==> config.mk <==
export PLATFORM = sky130hd
export DESIGN_NAME = dqn_transition_builder
export DESIGN_NICKNAME = d
export VERILOG_FILES = /design/src/rtl/dqn_transition_builder_pkg.sv /design/src/rtl/dqn_transition_builder.sv
export SDC_FILE = /design/constraint.sdc
export NUM_CORES = 1
export LEC_CHECK = 0
export BUFFER_PORTS_ARGS = -buffer_cell sky130_fd_sc_hd__buf_2
export CORE_ASPECT_RATIO = 1.1
export CORE_MARGIN = 3
export CORE_UTILIZATION = 35
export DETAILED_ROUTE_END_ITERATION = 8
export PLACE_DENSITY_LB_ADDON = 0.08
export SYNTH_ARGS = -nofsm -noshare
export SYNTH_HDL_FRONTEND = slang
export SYNTH_SLANG_ARGS = --single-unit
==> constraint.sdc <==
create_clock -name clk -period 3.9 [get_ports clk]
set_clock_uncertainty 0.1 [all_clocks]
set_input_delay 0.195 -clock clk [delete_from_list [all_inputs] [get_ports clk]]
set_output_delay 0.195 -clock clk [all_outputs]
set_load 0.02 [all_outputs]
==> src/rtl/dqn_transition_builder_pkg.sv <==
// Shared definitions for the DQN transition builder: default field widths
// and the FSM state encoding.
package dqn_pkg;

    localparam int DEF_DATA_WIDTH   = 32;
    localparam int DEF_ACTION_WIDTH = 2;

    typedef enum logic [1:0] {
        S_EMPTY    = 2'd0,
        S_WAIT_ACT = 2'd1,
        S_WAIT_OBS = 2'd2
    } state_t;

endpackage

==> src/rtl/dqn_transition_builder.sv <==
// DQN transition builder: pairs consecutive observations with the chosen
// action and emits complete (s, a, r, s', done) tuples to replay memory.
// Also tracks episode step count, forces termination at the step limit and
// keeps episode / transition counters.
//
// state      | meaning
// -----------+------------------------------------------------
// S_EMPTY    | no held state; next observation becomes s
// S_WAIT_ACT | s held, waiting for the policy action
// S_WAIT_OBS | s and a held, next observation completes tuple
module dqn_transition_builder
    import dqn_pkg::*;
#(
    parameter int DATA_WIDTH        = DEF_DATA_WIDTH,
    parameter int ACTION_WIDTH      = DEF_ACTION_WIDTH,
    parameter int MAX_EPISODE_STEPS = 200,
    parameter int STEP_WIDTH        = 16,
    parameter int CNT_WIDTH         = 32
) (
    input  logic                    clk,
    input  logic                    rst_n,
    input  logic                    i_flush,
    input  logic                    i_obs_valid,
    input  logic [DATA_WIDTH-1:0]   i_state_0,
    input  logic [DATA_WIDTH-1:0]   i_state_1,
    input  logic [DATA_WIDTH-1:0]   i_reward,
    input  logic                    i_done,
    input  logic                    i_act_valid,
    input  logic [ACTION_WIDTH-1:0] i_action,
    output logic                    o_need_action,
    output logic                    o_valid,
    output logic [DATA_WIDTH-1:0]   o_current_state_0,
    output logic [DATA_WIDTH-1:0]   o_current_state_1,
    output logic [ACTION_WIDTH-1:0] o_action,
    output logic [DATA_WIDTH-1:0]   o_reward,
    output logic [DATA_WIDTH-1:0]   o_next_state_0,
    output logic [DATA_WIDTH-1:0]   o_next_state_1,
    output logic                    o_done,
    output logic [STEP_WIDTH-1:0]   o_step_cnt,
    output logic [STEP_WIDTH-1:0]   o_episode_cnt,
    output logic [CNT_WIDTH-1:0]    o_trans_cnt,
    output logic                    o_protocol_err
);

    localparam logic [STEP_WIDTH:0] STEP_LIMIT = (STEP_WIDTH+1)'(MAX_EPISODE_STEPS);

    state_t                  state_q;
    logic [DATA_WIDTH-1:0]   held_s0_q;
    logic [DATA_WIDTH-1:0]   held_s1_q;
    logic [ACTION_WIDTH-1:0] held_act_q;

    logic                    valid_q;
    logic [DATA_WIDTH-1:0]   cur_s0_q;
    logic [DATA_WIDTH-1:0]   cur_s1_q;
    logic [ACTION_WIDTH-1:0] act_q;
    logic [DATA_WIDTH-1:0]   reward_q;
    logic [DATA_WIDTH-1:0]   nxt_s0_q;
    logic [DATA_WIDTH-1:0]   nxt_s1_q;
    logic                    done_q;
    logic [STEP_WIDTH-1:0]   step_q;
    logic [STEP_WIDTH-1:0]   episode_q;
    logic [CNT_WIDTH-1:0]    trans_q;
    logic                    err_q;

    logic [STEP_WIDTH:0]     step_inc;
    logic                    eff_done;

    // Step-limit compare is done one bit wider so a limit equal to the
    // counter range still matches instead of wrapping.
    always_comb begin
        step_inc = {1'b0, step_q} + 1'b1;
        eff_done = i_done || (step_inc == STEP_LIMIT);
    end

    // Sequencing FSM plus all output/counter registers; flush wins over
    // every strobe, and protocol violations only ever set the sticky flag.
    always_ff @(posedge clk or negedge rst_n) begin
        if (!rst_n) begin
            state_q    <= S_EMPTY;
            held_s0_q  <= '0;
            held_s1_q  <= '0;
            held_act_q <= '0;
            valid_q    <= 1'b0;
            cur_s0_q   <= '0;
            cur_s1_q   <= '0;
            act_q      <= '0;
            reward_q   <= '0;
            nxt_s0_q   <= '0;
            nxt_s1_q   <= '0;
            done_q     <= 1'b0;
            step_q     <= '0;
            episode_q  <= '0;
            trans_q    <= '0;
            err_q      <= 1'b0;
        end else begin
            valid_q <= 1'b0;
            if (i_flush) begin
                state_q <= S_EMPTY;
                step_q  <= '0;
            end else begin
                case (state_q)
                    S_EMPTY: begin
                        if (i_act_valid) begin
                            err_q <= 1'b1;
                        end
                        if (i_obs_valid) begin
                            held_s0_q <= i_state_0;
                            held_s1_q <= i_state_1;
                            state_q   <= S_WAIT_ACT;
                        end
                    end
                    S_WAIT_ACT: begin
                        if (i_act_valid) begin
                            // The action wins a same-cycle collision; the
                            // observation is dropped.
                            held_act_q <= i_action;
                            state_q    <= S_WAIT_OBS;
                            if (i_obs_valid) begin
                                err_q <= 1'b1;
                            end
                        end else if (i_obs_valid) begin
                            held_s0_q <= i_state_0;
                            held_s1_q <= i_state_1;
                            err_q     <= 1'b1;
                        end
                    end
                    S_WAIT_OBS: begin
                        if (i_act_valid) begin
                            err_q <= 1'b1;
                        end
                        if (i_obs_valid) begin
                            valid_q  <= 1'b1;
                            cur_s0_q <= held_s0_q;
                            cur_s1_q <= held_s1_q;
                            act_q    <= held_act_q;
                            reward_q <= i_reward;
                            nxt_s0_q <= i_state_0;
                            nxt_s1_q <= i_state_1;
                            done_q   <= eff_done;
                            trans_q  <= trans_q + 1'b1;
                            if (eff_done) begin
                                step_q  <= '0;
                                state_q <= S_EMPTY;
                                if (episode_q != '1) begin
                                    episode_q <= episode_q + 1'b1;
                                end
                            end else begin
                                // s' of this tuple is s of the next one.
                                step_q    <= step_inc[STEP_WIDTH-1:0];
                                held_s0_q <= i_state_0;
                                held_s1_q <= i_state_1;
                                state_q   <= S_WAIT_ACT;
                            end
                        end
                    end
                    default: begin
                        state_q <= S_EMPTY;
                    end
                endcase
            end
        end
    end

    assign o_need_action     = (state_q == S_WAIT_ACT);
    assign o_valid           = valid_q;
    assign o_current_state_0 = cur_s0_q;
    assign o_current_state_1 = cur_s1_q;
    assign o_action          = act_q;
    assign o_reward          = reward_q;
    assign o_next_state_0    = nxt_s0_q;
    assign o_next_state_1    = nxt_s1_q;
    assign o_done            = done_q;
    assign o_step_cnt        = step_q;
    assign o_episode_cnt     = episode_q;
    assign o_trans_cnt       = trans_q;
    assign o_protocol_err    = err_q;

endmodule
---- After elaboration in Yosys (flattened, before gate mapping) ----
Index checks and enable logic that the tools add are counted.
operators by class
  add/subtract/negate cells ............... 3
  muxes and demuxes ....................... 26
  equality and inequality tests ........... 12
  bitwise gates (word level) .............. 1
  reductions and logical operators ........ 14
operator list
  operator                                        count
  two-way mux 32 bit                              8
  case mux 32 bit (3 select lines)                2
  two-way mux 16 bit                              4
  adder 32 x 1 -> 32 bit, second input constant   1
  adder 16 x 1 -> 17 bit, second input constant   1
  == test 17 x 8 -> 1 bit, second input constant  1
  adder 16 x 1 -> 16 bit, second input constant   1
  != test 16 bit, second input constant           1
  AND reduction 5 bit                             2
  != test 3 bit, second input constant            3
  AND reduction 3 bit                             3
  two-way mux 2 bit                               4
  != test 2 bit, second input constant            4
  two-way mux 1 bit                               6
  case mux 2 bit (3 select lines)                 1
  nonzero test 2 bit                              3
  AND reduction 4 bit                             1
  nonzero test 3 bit                              1
  == test 2 x 1 -> 1 bit, second input constant   1
  == test 2 bit, second input constant            1
  logical NOT 2 bit                               1
  != test 2 x 1 -> 1 bit, second input constant   1
  case mux 1 bit (2 select lines)                 1
  AND reduction 2 bit                             1
  3 further kinds                                 3
word-level totals
  input bits .............................. 104
  register bits ........................... 297
  output and inout port bits .............. 230
  word-level logic and storage cells ...... 72

---- Depth between registers and ports, before layout ----
  word-level depth ........................ 7
  depth in mapped cells ................... 11
  gate-level depth less buffers ........... 10

---- Least setup slack after synthesis ----
OpenSTA, ideal clock, no wires.
  path kind ............................... register to register
  from .................................... register step_q[0], in the netlist o_step_cnt[0]
  to ...................................... register held_s0_q[10]
  cell stages (with the launch flop) ...... 11
  clock period less this slack ............ 2.930 ns
  data required time ...................... 3.675 ns
  path slack .............................. 0.970 ns
  buffers on the path ..................... 2
  data arrival time ....................... 2.704 ns
  library setup time ...................... 0.125 ns
  cell sequence ........................... dfrtp_1 > ha_1 > nand3_1 > nor3_1 > mux2_2 > nor2_1 > a21o_1 > buf_6 > a2bb2oi_4 > buf_8 > mux2_4
between the ends
  longest elaborated chain between the ends .. 5
ends and longest elaborated chain
  element                        RTL line                       source
  start: declaration             dqn_transition_builder.sv:60   logic [STEP_WIDTH-1:0] step_q;
  start signal: assignment       dqn_transition_builder.sv:149  step_q <= step_inc[STEP_WIDTH-1:0];
  adder 16 x 1 -> 17 bit         dqn_transition_builder.sv:71   step_inc = {1'b0, step_q} + 1'b1;
  == test 17 x 8 -> 1 bit        dqn_transition_builder.sv:72   eff_done = i_done || (step_inc == STEP_LIMIT);
  logical OR 1 bit               dqn_transition_builder.sv:72
  != test 2 bit (no line)        n/a
  AND reduction 5 bit (no line)  n/a
  end signal: assignment         dqn_transition_builder.sv:107  held_s0_q <= i_state_0;
  end signal: assignment         dqn_transition_builder.sv:122  held_s0_q <= i_state_0;
  end signal: assignment         dqn_transition_builder.sv:150  held_s0_q <= i_state_0;
  end: declaration               dqn_transition_builder.sv:48   logic [DATA_WIDTH-1:0] held_s0_q;
Every way passes these cells.
A chain may end at the register's enable or synchronous reset.

---- Final worst setup path ----
  from .................................... register step_q[0], in the netlist o_step_cnt[0]
  to ...................................... register held_s0_q[0]
Same word-level chain as after synthesis.

==> impl_metrics.ini <==
[clock_tree]
cts_inserted_buffers = 35
cts_tree = built
clk_latency_ns = 0.51
post_cts_buffers = 0
cts.sinks = 297
path_clk_slew_ns = 0.06
cts-root-buf = clkbuf_16
clockBufferDepth = 3
htree_levels = 2

[synth]
syn_nets = 1278
syn_area_mm2 = 0.0122
synth_area_per_cell_um2 = 10.4
ys_ff_latch = 297
synth_cell_type_count = 46
netlist_instances = 1171
ys_seq_area_frac = 0.611
synth_warnings = 0

[floorplan]
floorplan.rows = 71
core_mm2 = 0.0343
start_util = 0.355
pin_count = 334
die_w_um = 184
die-area_mm2 = 0.0371
fp.dieH_um = 202

[final_layout]
layout_commonest_cell = nand2_1
syn2layout_area_growth_pct = 34.6
diodes = 0
final_cell_mix = 537 x nand2_1, 332 x buf_2, 297 x dfrtp_1, 104 x dlygate4sd3_1, 60 x mux2_4
fin_nets = 1707
layout-drive-gt1-share = 0.289
filler_cell_count = 3253
final_cell_area_mm2 = 0.0164

[placement]
port_buffers = 333
dpl_cell_area_mm2 = 0.0142
hpwl_um = 20800
post-place-ws_ns = 0.817
gp_congestion = 0.791

[global_route]
grt_pass1_vias = 9608
grt.total_usage = 0.173
gr-total-overflow = 0
grt_pass1_wl_um = 52300
antenna_found_initial = 0
grt_max_degree = 85

[routing]
num_vias = 9441
wirelength_um = 32200
drtIter0Drc = 381
wl_per_cell_um = 15.6
drtAntennaViolNets = 0
drc_errors = 0
via_per_inst = 4.58
dr.pass1.iters = 4

[worst_setup_path]
cp.required_ns = 4.20
crit_path_start = o_step_cnt[0]
criticalPathCategory = reg -> reg
startpoint_type = register
critPathArrivalTime_ns = 3.40
r2r-start = o_step_cnt[0]
crit_path_max_fanout = 64
critPathCaptureType = register

[timing]
hold_viol = 0
rsz0062_at_grt = no
tns_ns = 0
timing.final.ws_setup_ns = 0.797
max_slew_margin = 0.355
clock.fmax_mhz = 322
worstMarginPinSlew_ns = 0.967
maxSlewViolCount = 0
fin_crit_sh = 0.796
setup_violations = 0
fin_crit_ns = 3.10

[worst_hold_path]
worstHoldStart = i_done
hold_class = in -> reg

[power]
p_leak_nw = 8.90
p_total_w = 0.00984
ir_worst_vdd_v = 0.000400
power.density_mw_per_mm2 = 601

[flow_run]
cap_violations = 0

[status]
status = finished, final reports clean
## where the power goes
part | leakage (nW) | switching [W] | total, W | internal (W)
Clock | 0.538 | 0.00125 | 0.00316 | 0.00191
Sequential | 3.84 | 0.000401 | 0.00421 | 0.00381
Combinational | 4.52 | 0.00153 | 0.00247 | 0.000943
## flip-flops by register name (all words and copies together), names as in the netlist
name	cells
held_s0_q	32
o_step_cnt	16
o_protocol_err	1
o_done	1
state_q	2
o_action	2
o_current_state_1	32
o_current_state_0	32
o_next_state_1	32
o_next_state_0	32
held_s1_q	32
o_trans_cnt	32
held_act_q	2
o_valid	1
o_reward	32
o_episode_cnt	16
## timing repair
action | 4_1_cts | 5_1_grt
endpoints found under the setup margin | 0 | 0
hold buffers | 104 | 0
endpoints found under the hold margin | 232 | 0
resized for setup | 0 | 0
## worst max-delay path: stages, from the launching register on
cell,delay [ns]
dfrtp_1,0.44
ha_1,0.27
nand3_1,0.20
nor4b_2,0.35
and3_1,0.21
o221a_2,0.21
a21o_1,0.18
a2bb2oi_4,0.17
buf_12,0.43
mux2_2,0.39
## synthesized netlist by cell type, drive strengths merged
library cell  number  share of area
and2               3         0.0015
xor2               9         0.0065
inv                5         0.0015
o311ai             8         0.0058
mux2i              1        0.00082
nor4b              3         0.0027
a22oi              1        0.00062
or2                3         0.0015
o21bai             1        0.00062
a221o              1        0.00082
a21oi              2        0.00082
ha                 3         0.0031
a22o               1        0.00072
a31oi              1        0.00051
xnor2             42          0.030
nand2            538           0.17
and4               5         0.0036
a21o               1        0.00062
nor3               9         0.0037
a211oi             1        0.00062
nand3             38          0.016
nor2b              1        0.00051
nor2              23         0.0071
buf               18          0.012
nand4b             2         0.0014
nand4             12         0.0067
o22ai              1        0.00051
o21ai              8         0.0033
mux2              69          0.082
nand3b             2         0.0012
a2bb2oi            1         0.0022
nand2b             3         0.0015
dfrtp            297           0.61
and3              16         0.0082
o221a              1        0.00093
clkbuf            39          0.012
o31a               2         0.0014
## layout make-up
cell class | instances | area, um^2 | area share
clock inverters | 7 | 104 | 0.00634
well taps | 438 | 548 | 0.0334
multi-input cells | 812 | 4430 | 0.271
repair buffers | 449 | 2850 | 0.174
clock buffers | 52 | 1000 | 0.0611
inverters | 5 | 23.8 | 0.00145
flip-flops and latches | 297 | 7430 | 0.454
## metrics by stage
stage | utilization | instances | hold slack (ns)
2_1_floorplan | - | 1171 | -0.201
4_1_cts | 0.478 | 2060 | 0.0580
3_5_place_dp | 0.415 | 1897 | 0.119
3_3_place_gp | 0.415 | 1897 | 0.118
5_1_grt | 0.478 | 2060 | 0.0955
6_report | 0.478 | 2060 | 0.0731
## final timing paths
| check | end | slack, ns | cells past startpoint |
|---|---|---|---|
| hold reg to reg | o_current_state_0[0] | 0.36 | 2 |
| setup reg to reg | held_s0_q[0] | 0.80 | 9 |
| setup / recovery | held_s0_q[0] | 0.80 | 9 |
| min in group asynchronous | o_trans_cnt[29] | 0.14 | 2 |
| hold / removal | o_done | 0.07 | 4 |
| max in group asynchronous | o_episode_cnt[3] | 2.61 | 3 |
## cells by family after synthesis
family,share of synthesized area
DFF,0.611
buffers and inverters,0.0258
adders and majority gates,0.00308
muxes,0.0832
AOI/OAI and AO/OA,0.0194
xor gates and xnor gates,0.0367
and+or+nand+nor,0.221
## routing by layer
metal	up-vias	part of all wire	global-route usage	wire (um)
met5	-	0	0	0
met2	252	0.46	0.281	15000
met1	4515	0.45	0.227	14400
met3	53	0.064	0.0483	2070
li1	4621	-	-	-
met4	0	0.025	0.0510	816
Note: power is estimated with default switching activity, not from simulation.
